## src/rtl/axi_master_tx.sv

```systemverilog
// rtl/axi_master_tx.sv - AXI-Stream transmit master with optional word downsizing and message framing
module axi_master_tx #(
  parameter int IN_WIDTH  = 64,
  parameter int OUT_WIDTH = 16,
  parameter int CNT_WIDTH = 8
) (
  input  logic                 clk,
  input  logic                 rst,
  input  logic                 downsizing,
  input  logic                 in_valid,
  input  logic [IN_WIDTH-1:0]  in_data,
  input  logic                 in_last,
  output logic                 in_ready,
  output logic                 m_tvalid,
  output logic [OUT_WIDTH-1:0] m_tdata,
  output logic                 m_tlast,
  input  logic                 m_tready,
  output logic [CNT_WIDTH-1:0] msg_count,
  output logic                 msg_done
);

  localparam int RATIO = IN_WIDTH / OUT_WIDTH;
  localparam int IDX_W = (RATIO > 1) ? $clog2(RATIO) : 1;
  localparam logic [IDX_W-1:0] IDX_LAST = IDX_W'(RATIO - 1);
  localparam logic [CNT_WIDTH-1:0] CNT_MAX = '1;

  typedef enum logic [1:0] {
    IDLE       = 2'd0,
    SEND_SPLIT = 2'd1,
    SEND       = 2'd2
  } state_t;

  state_t               state, state_next;
  logic [IN_WIDTH-1:0]  word;
  logic                 word_last;
  logic [IDX_W-1:0]     idx, idx_next;
  logic                 capture;
  logic                 beat;
  logic [OUT_WIDTH-1:0] slices [RATIO];

  // Narrow views of the held word, slice 0 being the least significant.
  for (genvar g = 0; g < RATIO; g++) begin : g_slice
    assign slices[g] = word[g*OUT_WIDTH +: OUT_WIDTH];
  end

  // in_ready is masked by reset so nothing is offered while rst is low.
  assign capture = in_ready && in_valid;
  assign beat    = m_tvalid && m_tready;

  // Next-state, slice index and stream outputs; outputs depend only on held state.
  always_comb begin
    state_next = state;
    idx_next   = idx;
    in_ready   = 1'b0;
    m_tvalid   = 1'b0;
    m_tdata    = '0;
    m_tlast    = 1'b0;
    case (state)
      IDLE: begin
        in_ready = rst;
        if (in_valid && rst) begin
          idx_next   = '0;
          state_next = downsizing ? SEND_SPLIT : SEND;
        end
      end
      SEND: begin
        m_tvalid = 1'b1;
        m_tdata  = word[OUT_WIDTH-1:0];
        m_tlast  = word_last;
        if (m_tready) state_next = IDLE;
      end
      SEND_SPLIT: begin
        m_tvalid = 1'b1;
        m_tdata  = slices[idx];
        m_tlast  = word_last && (idx == IDX_LAST);
        if (m_tready) begin
          if (idx == IDX_LAST) begin
            idx_next   = '0;
            state_next = IDLE;
          end else begin
            idx_next = idx + IDX_W'(1);
          end
        end
      end
      default: state_next = IDLE;
    endcase
  end

  // State register and the single buffered word; reset drops any word in flight.
  always_ff @(posedge clk or negedge rst) begin
    if (!rst) begin
      state     <= IDLE;
      idx       <= '0;
      word      <= '0;
      word_last <= 1'b0;
    end else begin
      state <= state_next;
      idx   <= idx_next;
      if (capture) begin
        word      <= in_data;
        word_last <= in_last;
      end
    end
  end

  // Per-message beat counter (saturating) and end-of-message pulse.
  always_ff @(posedge clk or negedge rst) begin
    if (!rst) begin
      msg_count <= '0;
      msg_done  <= 1'b0;
    end else begin
      msg_done <= beat && m_tlast;
      if (beat) begin
        if (m_tlast) msg_count <= '0;
        else if (msg_count != CNT_MAX) msg_count <= msg_count + CNT_WIDTH'(1);
      end
    end
  end

endmodule

```

## config.mk

```make
export PLATFORM = sky130hd
export DESIGN_NAME = axi_master_tx
export DESIGN_NICKNAME = d
export VERILOG_FILES = /design/src/rtl/axi_master_tx.sv
export SDC_FILE = /design/constraint.sdc
export NUM_CORES = 1
export LEC_CHECK = 0
export ABC_CLOCK_PERIOD_IN_PS = 1500
export BUFFER_PORTS_ARGS = -buffer_cell sky130_fd_sc_hd__buf_2
export CAP_MARGIN = 25
export CORE_MARGIN = 2
export CORE_UTILIZATION = 35
export CTS_CLUSTER_DIAMETER = 60
export DETAILED_ROUTE_END_ITERATION = 8
export GPL_TIMING_DRIVEN = 0
export PLACE_DENSITY = 0.67
export SKIP_LAST_GASP = 1
export SYNTH_ARGS = -nofsm -noshare
export SYNTH_HDL_FRONTEND = slang
export SYNTH_SLANG_ARGS = --single-unit
```

## constraint.sdc

```tcl
create_clock -name clk -period 1.5 [get_ports clk]
set_input_delay 0.075 -clock clk [delete_from_list [all_inputs] [get_ports clk]]
set_output_delay 0.075 -clock clk [all_outputs]
set_load 0.03 [all_outputs]
```

==> results.yml, run 1 <==
status:
  status: "finished with violations"
  violations: "setup timing"
worst_hold_path:
  hold_path_class: "in -> reg"
  whs_endpoint: "state[0]"
  hold_depth: 3
  min_from: "downsizing"
worst_setup_path:
  crit_buf_inv: 2
  crit_chain: "buf_8 -> mux4_1 -> a22oi_2 -> nor2b_4 -> buf_2"
  r2r-start: "state[1]"
  cpMaxStageDelayCell: "mux4_1"
  reg2reg_slack_ns: -0.34
  r2r-end: "word[13]"
  critPathTopFamily: "multiplexers"
  crit_type: "reg -> out"
  crit_path_start_kind: "flip-flop"
  cp_max_fo: 5
  critical_path_depth: 5
  cp.required_ns: 1.42
  r2r_cells: 9
  critPathMaxStageDelay_ns: 0.59
  cp-end-kind: "primary output"
  crit_arrival_ns: 1.89
power:
  p_per_area_nw_per_um2: 1870
  power.leakage_nw: 3.19
  p_total_w: 0.0128
  peakVddDrop_mv: 0.834
timing:
  drv_slew: 0
  finalHoldViolations: 0
  period_share_pct: 131
  finalSetupTns_ns: -23.64
  rsz0062_at_grt: "yes"
  slew_headroom_pct: 81.5
  worst_pin_slew_ns: 0.276
  skew_ns: 0.00414
  max_freq_ghz: 0.509
  fin_crit_ns: 1.96
  setup_viol: 92
  setup_ws_ns: -0.464
detailed_routing:
  drt-total-wl_um: 12300
  drc: 0
  num_vias: 3248
  firstDrtPassIters: 4
  via_per_inst: 5.08
  drt-initial-drc-count: 227
  wl_per_cell_um: 19.2
  ant_nets: 0
clock_tree:
  cts_root_buf: "clkbuf_16"
  clk_latency_ns: 0.33
  numCtsBuffers: 9
  clockBufferDepth: 2
  htreeDepth: 3
  cts.reportedPaths.clkPinSlew_ns: 0.06
  clock_sinks: 78
  cts_tree: "done"
final_layout:
  synthToLayoutAreaGrowth_pct: 73.6
  nNetsFinal: 570
  antenna_cells: 0
  final_layout_size_suffix_gt1_share_pct: 61.8
  postLayoutCellArea_um2: 6850
  fillers: 851
  final_core_util_pct: 62.6
grt:
  grt_antenna_before_repair: 0
  gr-total-overflow: 0
  grt_pass1_vias: 3400
  grt_pass1_wl_um: 18700
  grt_max_degree: 48
  grtUsageTotal_pct: 21.2
floorplanning:
  die_area_um2: 12100
  io_pins: 98
  rows: 38
  start_util_pct: 36.1
  core_um2: 10900
  die_h_um: 110
  die_w_um: 110
place:
  place_ws_ns: -0.447
  post_dp_cell_area_um2: 4990
  place_congestion: 0.805
  io_buffer_count: 97
  dp_hpwl_um: 7100
logic_synthesis:
  synth.distinct_cells: 42
  synth_edf_count: 0
  async_reset_ff_share_pct: 100
  synth_seq_area_share_pct: 49.5
  yosysWarnings: 0
  postSynthAreaPerCell_um2: 13.8
  netlist_area_um2: 3940
  syn-instance-count: 285
  synth_nets: 360
  synthFlopType: "dfrtp_1"
  synth-seq-cells: 78
job:
  drv_cap: 0
## how the worst max path moves through the flow
stage,from,end
finish,idx[0],m_tdata[9]
global route,idx[0],m_tdata[14]
CTS,idx[0],m_tdata[14]
detailed placement,state[1],m_tdata[9]
global placement,rst,word[61]
floorplan,state[1],msg_count[0]
## flip-flops by register name, indices dropped and copies added, names as in the netlist
| signal | cells |
|---|---|
| word | 64 |
| state | 2 |
| msg_done | 1 |
| idx | 2 |
| word_last | 1 |
| msg_count | 8 |
## synth_stat cells, types with 4 or more instances
cell / count / area [um2]
a21oi_1: 7 / 35.0
a22oi_1: 16 / 120
buf_2: 6 / 30.0
buf_6: 7 / 78.8
clkbuf_1: 4 / 15.0
dfrtp_1: 78 / 1950
ha_1: 5 / 62.6
inv_1: 6 / 22.5
mux2_2: 58 / 653
mux2_4: 7 / 105
mux4_1: 9 / 236
mux4_2: 7 / 158
nand2_1: 8 / 30.0
nand3_1: 5 / 25.0
nor2_1: 6 / 22.5
nor2b_1: 17 / 106
nor3_1: 4 / 20.0
o21ai_0: 6 / 30.0
## kinds of logic after synthesis
| family | share of synthesized area, % |
|---|---|
| muxes | 29.5 |
| adders and majority gates | 1.59 |
| and+or+nand+nor | 7.55 |
| DFF | 49.5 |
| AOI/OAI and AO/OA | 7.62 |
| buffers and inverters | 4.22 |
## area by class of cell
| class | instances | area, um2 | area share (%) |
|---|---|---|---|
| Buffer | 14 | 230 | 3.36 |
| Clock buffer | 13 | 280 | 4.09 |
| Clock inverter | 3 | 40.0 | 0.585 |
| Inverter | 6 | 22.5 | 0.329 |
| Multi-Input combinational cell | 183 | 2350 | 34.3 |
| Sequential cell | 78 | 1960 | 28.6 |
| Tap cell | 140 | 175 | 2.56 |
| Timing Repair Buffer | 203 | 1790 | 26.2 |
## through the flow
stage                     cells  hold WS, ns
final                       640       0.0554
after CTS                   636       0.0641
after global routing        640       0.0438
after detailed placement    523       0.0663
after global placement      522        0.307
after floorplan             285       -0.221
## where the power goes
group	total [W]	switching [W]	internal [W]
clock	0.00233	0.000868	0.00147
sequential	0.00389	0.000778	0.00311
combinational	0.00660	0.00258	0.00402
total	0.0128	0.00422	0.00860
## routing by layer
layer | GRT usage, % | routed length (um)
met1 | 27.5 | 5200
met2 | 36.0 | 6370
met3 | 4.17 | 539
met4 | 5.80 | 156
met5 | 0 | 0
## what timing repair did
| action | CTS | global route |
|---|---|---|
| cloned | 8 | 0 |
| endpoints found under the setup margin | 92 | 97 |
| endpoints found under the hold margin | 96 | 0 |
| buffers inserted | 24 | 14 |
| resized for setup | 106 | 52 |
| pin swaps | 20 | 20 |
| hold buffers | 67 | 0 |
## layout by cell type (no fill, tap or decap), types with 10 or more instances in the layout
master         Yosys  layout
dlygate4sd3_1      0      66
mux2_4             7      66
nor2b_4            0      10
buf_6              7      27
buf_12             1      13
dfrtp_1           78      75
mux4_2             7      14
buf_2              6      79
a22oi_2            0      16
clkbuf_16          0      10
buf_4              0      18
## worst reg2reg max path: cells and delay by family (launching register included)
family	cells	cell delay (ns)
buffers and inverters	5	0.62
AND/OR/NAND/NOR	2	0.26
flip-flops	1	0.41
adder cells (fa/ha/maj)	1	0.15
multiplexers	1	0.30
(Power assumes the default switching activity.)
==> run 2, diff against run 1 <==
==> constraint.sdc (replaced) <==
create_clock -name clk -period 1.5 [get_ports clk]
set_input_delay 0.075 -clock clk [delete_from_list [all_inputs] [get_ports clk]]
set_output_delay 0.075 -clock clk [all_outputs]
set_load 0.1 [all_outputs]
==> run 2 against run 1 <==
Effect of this change: the flow still finishes with violations (setup timing); global-route usage down 0.96 points; worst hold slack worse by 0.038 ns; die area unchanged; sequential power about the same; critical endpoint is now m_tdata[12]; largest cell class unchanged.
==> results.yml, run 2 (synthesis results as in run 1) <==
status:
  status: "finished with violations"
  violations: "setup timing"
detailed_routing:
  num_vias: 3228
  via_per_inst: 5.07
  drt-initial-drc-count: 132
  drc: 0
  firstDrtPassIters: 4
  ant_nets: 0
  drt-total-wl_um: 12300
  wl_per_cell_um: 19.3
final_layout:
  final_core_util_pct: 63.1
  final_layout_size_suffix_gt1_share_pct: 63.8
  synthToLayoutAreaGrowth_pct: 74.9
  antenna_cells: 0
  top_register: "word"
  postLayoutCellArea_um2: 6900
  reg.largest.list: "word x64, msg_count x8"
  nNetsFinal: 567
  largest_reg_flops: 64
  layout_common_cells: "buf_2, dfrtp_1, dlygate4sd3_1, mux2_4, mux2_2"
  final_common_cell: "buf_2"
worst_setup_path:
  critical_path_depth: 6
  reg2reg_slack_ns: -0.30
  crit_top_cell: "buf_12"
  crit_chain: "buf_12 -> buf_12 -> mux4_2 -> a22oi_2 -> nor2b_4 -> buf_12"
  critPathTopFamily: "multiplexers"
  r2r_cells: 8
  crit_arrival_ns: 1.96
  crit_buf_inv: 3
  r2r-start: "state[1]"
  cpMaxStageDelayCell: "mux4_2"
  cp_max_fo: 6
  cp.required_ns: 1.42
  critPathMaxStageDelay_ns: 0.50
  cp-end-kind: "primary output"
  crit_path_start_kind: "flip-flop"
  r2r-end: "msg_count[5]"
  crit_type: "reg -> out"
place:
  io_buffer_count: 97
  dp_hpwl_um: 6970
  post_dp_cell_area_um2: 4840
  place_congestion: 0.755
worst_hold_path:
  whs_endpoint: "word[63]"
  hold_path_class: "in -> reg"
  min_from: "in_data[63]"
  hold_depth: 2
grt:
  grt_max_degree: 57
  gr-total-overflow: 0
  grtUsageTotal_pct: 20.2
  grt_antenna_before_repair: 0
  grt_pass1_vias: 3248
  grt_pass1_wl_um: 17800
floorplanning:
  die_area_um2: 12100
  io_pins: 98
  start_util_pct: 36.1
  core_um2: 10900
  rows: 38
  die_w_um: 110
  die_h_um: 110
clock_tree:
  clock_sinks: 78
  clk_latency_ns: 0.33
  cts_root_buf: "clkbuf_16"
  htreeDepth: 3
  cts.reportedPaths.clkPinSlew_ns: 0.06
  numCtsBuffers: 9
  cts_tree: "done"
  clockBufferDepth: 2
power:
  swShare_pct: 37.6
  p_total_w: 0.0139
  power.leakage_nw: 3.04
  p_clk_share_pct: 17.6
  cellInternalPower_w: 0.00868
  p_comb_share_pct: 54.6
  seq_power_share_pct: 27.8
  p_sw_w: 0.00523
  p_per_area_nw_per_um2: 2020
  peakVddDrop_mv: 1.12
timing:
  drv_slew: 0
  rsz0062_at_grt: "yes"
  slew_headroom_pct: 67.8
  max_freq_ghz: 0.491
  finalHoldViolations: 0
  fin_crit_ns: 2.04
  setup_ws_ns: -0.539
  period_share_pct: 136
  fin_hold_ws_ns: 0.0171
  skew_ns: 0.00599
  worst_pin_slew_ns: 0.486
  setup_viol: 89
job:
  drv_cap: 0
-- run 2: changes by cell type in the layout (fill, tap and decap cells not counted), sizes merged --
cell / before / now
dlygate4sd3: 66 / 65
clkbuf: 15 / 20
buf: 149 / 142
clkinv: 2 / 1
bufinv: 1 / 2
-- run 2: layout make-up --
cell class | count | area [um2]
multi-input combinational | 183 | 2250
fill | 845 | 4040
sequential | 78 | 1970
clock buffer | 13 | 270
timing repair buffer | 198 | 1870
clock inverter | 3 | 65.1
inverter | 6 | 22.5
buffer | 16 | 273
tap | 140 | 175
-- run 2: power groups by stage --
stage	clock network, W	registers (W)	logic, W
after floorplan	0	0.00403	0.00409
after global placement	0	0.00372	0.00532
after CTS	0.00249	0.00380	0.00709
after global routing	0.00258	0.00399	0.00796
final	0.00245	0.00387	0.00760
after detailed placement	0	0.00378	0.00544
-- run 2: metrics by stage --
step	setup TNS, ns	worst slack, ns	instances
CTS	-17.83	-0.561	632
detailed placement	-26.44	-0.918	523
global route	-19.27	-0.613	637
finish	-14.75	-0.539	637
global placement	-113.42	-1.19	522
floorplan	-24.03	-0.669	285
-- run 2: worst max-delay path by stage --
stage,endpoint,slack (ns),from
detailed placement,m_tdata[9],-0.92,state[0]
global placement,word[62],-1.19,rst
global route,m_tdata[12],-0.61,idx[0]
floorplan,msg_count[0],-0.67,state[1]
CTS,m_tdata[15],-0.56,idx[0]
finish,m_tdata[12],-0.54,idx[0]
-- run 2: layer usage --
layer  wire length (um)  vias up  global-route usage [%]
li1                   -     1481                       -
met1               5310     1665                    26.3
met2               6370       70                    34.0
met3                436       12                    4.17
met4                163        0                    5.89
met5                  0        -                       0
-- run 2: repair_timing --
item / in CTS / in global routing
setup endpoints to repair: 96 / 96
endpoints found under the hold margin: 85 / 0
hold buffers: 65 / 0
gates cloned: 7 / 3
gates resized for setup: 121 / 67
pin swaps: 8 / 10
buffers inserted: 22 / 7
==> run 3, diff against run 2 <==
CORE_UTILIZATION = 45   (was 35)
PLACE_DENSITY = 0.81   (was 0.67)
==> run 3 against run 2 <==
Effect of this change: the run still ends with setup timing left; register-to-register slack got worse by 0.07 ns; flip-flop and latch count did not move; wire length is 13% higher; final cell count fell by 5.0%; non-clock buffer count shrank 1; via count is 6.8% higher; utilization increased by 17 points; sequential share of layout area is 0.16 points higher; combinational power up 7.0%; global-route usage grew 8.3 points; critical path type unchanged; largest cell class unchanged; largest power group unchanged; highest routed layer unchanged.
==> results.yml, run 3 (synthesis results as in run 1) <==
detailed_routing:
  ant_nets: 0
  via_per_inst: 5.70
  num_vias: 3447
  drt-total-wl_um: 13900
  drt-initial-drc-count: 213
  wl_per_cell_um: 22.9
  firstDrtPassIters: 4
  drc: 0
clock_tree:
  cts_root_buf: "clkbuf_8"
  cts.reportedPaths.clkPinSlew_ns: 0.08
  cts_tree: "done"
  numCtsBuffers: 9
  clock_sinks: 78
  htreeDepth: 3
  clockBufferDepth: 2
  clk_latency_ns: 0.35
floorplanning:
  die_area_um2: 9530
  io_pins: 98
  die_h_um: 97.6
  die_w_um: 97.6
  start_util_pct: 45.9
  core_um2: 8590
  rows: 34
status:
  violations: "setup timing"
  status: "finished with violations"
worst_setup_path:
  crit_type: "reg -> out"
  cp_max_fo: 8
  cp-end-kind: "primary output"
  cp.required_ns: 1.42
  crit_path_start_kind: "flip-flop"
  crit_arrival_ns: 2.07
timing:
  fin_crit_ns: 2.14
  worst_pin_slew_ns: 0.503
  finalHoldViolations: 0
  slew_headroom_pct: 66.4
  drv_slew: 0
  skew_ns: 0.00552
  max_freq_ghz: 0.467
  period_share_pct: 143
  setup_ws_ns: -0.640
  setup_viol: 91
  rsz0062_at_grt: "yes"
worst_hold_path:
  hold_path_class: "in -> reg"
final_layout:
  top_register: "word"
  synthToLayoutAreaGrowth_pct: 74.0
  nNetsFinal: 566
  largest_reg_flops: 64
  final_layout_size_suffix_gt1_share_pct: 64.3
  fillers: 463
  layout_common_cells: "buf_2, dfrtp_1, mux2_4, dlygate4sd3_1, buf_12"
  reg.largest.list: "word x64, msg_count x8"
  final_core_util_pct: 79.8
  final_common_cell: "buf_2"
power:
  peakVddDrop_mv: 1.14
  power.leakage_nw: 3.14
  p_per_area_nw_per_um2: 2030
grt:
  grt_pass1_wl_um: 21000
  grt_max_degree: 72
  gr-total-overflow: 0
  grt_antenna_before_repair: 1
  grtUsageTotal_pct: 28.5
  grt_pass1_vias: 3825
place:
  place_congestion: 0.780
  place_ws_ns: -0.793
  dp_hpwl_um: 6870
  io_buffer_count: 97
job:
  drv_cap: 0
==> run 3: power breakdown <==
group	total (W)	switching [W]	internal, W
Sequential	0.00401	0.000874	0.00313
Clock	0.00176	0.000815	0.000947
Combinational	0.00813	0.00385	0.00429
Total	0.0139	0.00553	0.00836
==> run 3: path summary, 6_finish.rpt <==
path                                  from      endpoint  slack [ns]  depth (start not counted)
worst min-delay path            downsizing      state[0]        0.07                          3
worst max-delay path                idx[0]   m_tdata[15]       -0.64                          6
min in group asynchronous              rst  msg_count[5]        0.28                          2
max in group asynchronous              rst      word[36]        0.49                          3
worst max register to register    state[0]  msg_count[5]       -0.37                          8
worst min register to register    word[54]      word[54]        0.52                          1
==> run 3: final cells by class <==
| class | instances | area [um2] | area share, % |
|---|---|---|---|
| clock inverter | 3 | 40.0 | 0.584 |
| tap | 108 | 135 | 1.97 |
| inverter | 6 | 22.5 | 0.328 |
| clock buffer | 13 | 179 | 2.61 |
| timing repair buffer | 197 | 1880 | 27.4 |
| buffer | 16 | 263 | 3.83 |
| sequential | 78 | 1970 | 28.8 |
| multi-input combinational | 183 | 2370 | 34.5 |
| antenna | 1 | 2.50 | 0.0365 |
==> run 3: critical path: stages (launching register included) <==
cell and delay [ns]:
dfrtp_2 0.41, buf_8 0.13, buf_12 0.14, mux4_2 0.52
a22oi_2 0.24, nor2b_4 0.08, buf_6 0.19
==> run 3: what timing repair did <==
action / 4_1_cts / 5_1_grt
cloned: 7 / 2
resized for setup: 154 / 78
pin swaps: 6 / 10
hold buffers: 66 / 0
endpoints found under the setup margin: 95 / 96
hold endpoints to repair: 143 / 0
setup buffers: 22 / 8
==> run 3: per-layer routing <==
layer / track usage (%) / routed length [um] / up-vias
met5: 0 / 0 / -
met4: 8.55 / 365 / 0
met3: 6.19 / 688 / 32
met2: 49.4 / 7210 / 155
met1: 36.0 / 5610 / 1784
li1: - / - / 1476
==> run 3: stage by stage <==
stage | setup TNS [ns] | instance area, um2 | std cells | total power (W) | hold slack, ns
finish | -19.34 | 6860 | 605 | 0.0139 | 0.0684
global route | -23.41 | 6860 | 605 | 0.0144 | 0.0838
CTS | -17.90 | 6580 | 601 | 0.0128 | 0.0120
detailed placement | -23.12 | 4800 | 491 | 0.00920 | -0.0745
global placement | -101.19 | 4770 | 490 | 0.00895 | 0.307
floorplan | -24.03 | 4150 | 285 | 0.00812 | -0.221
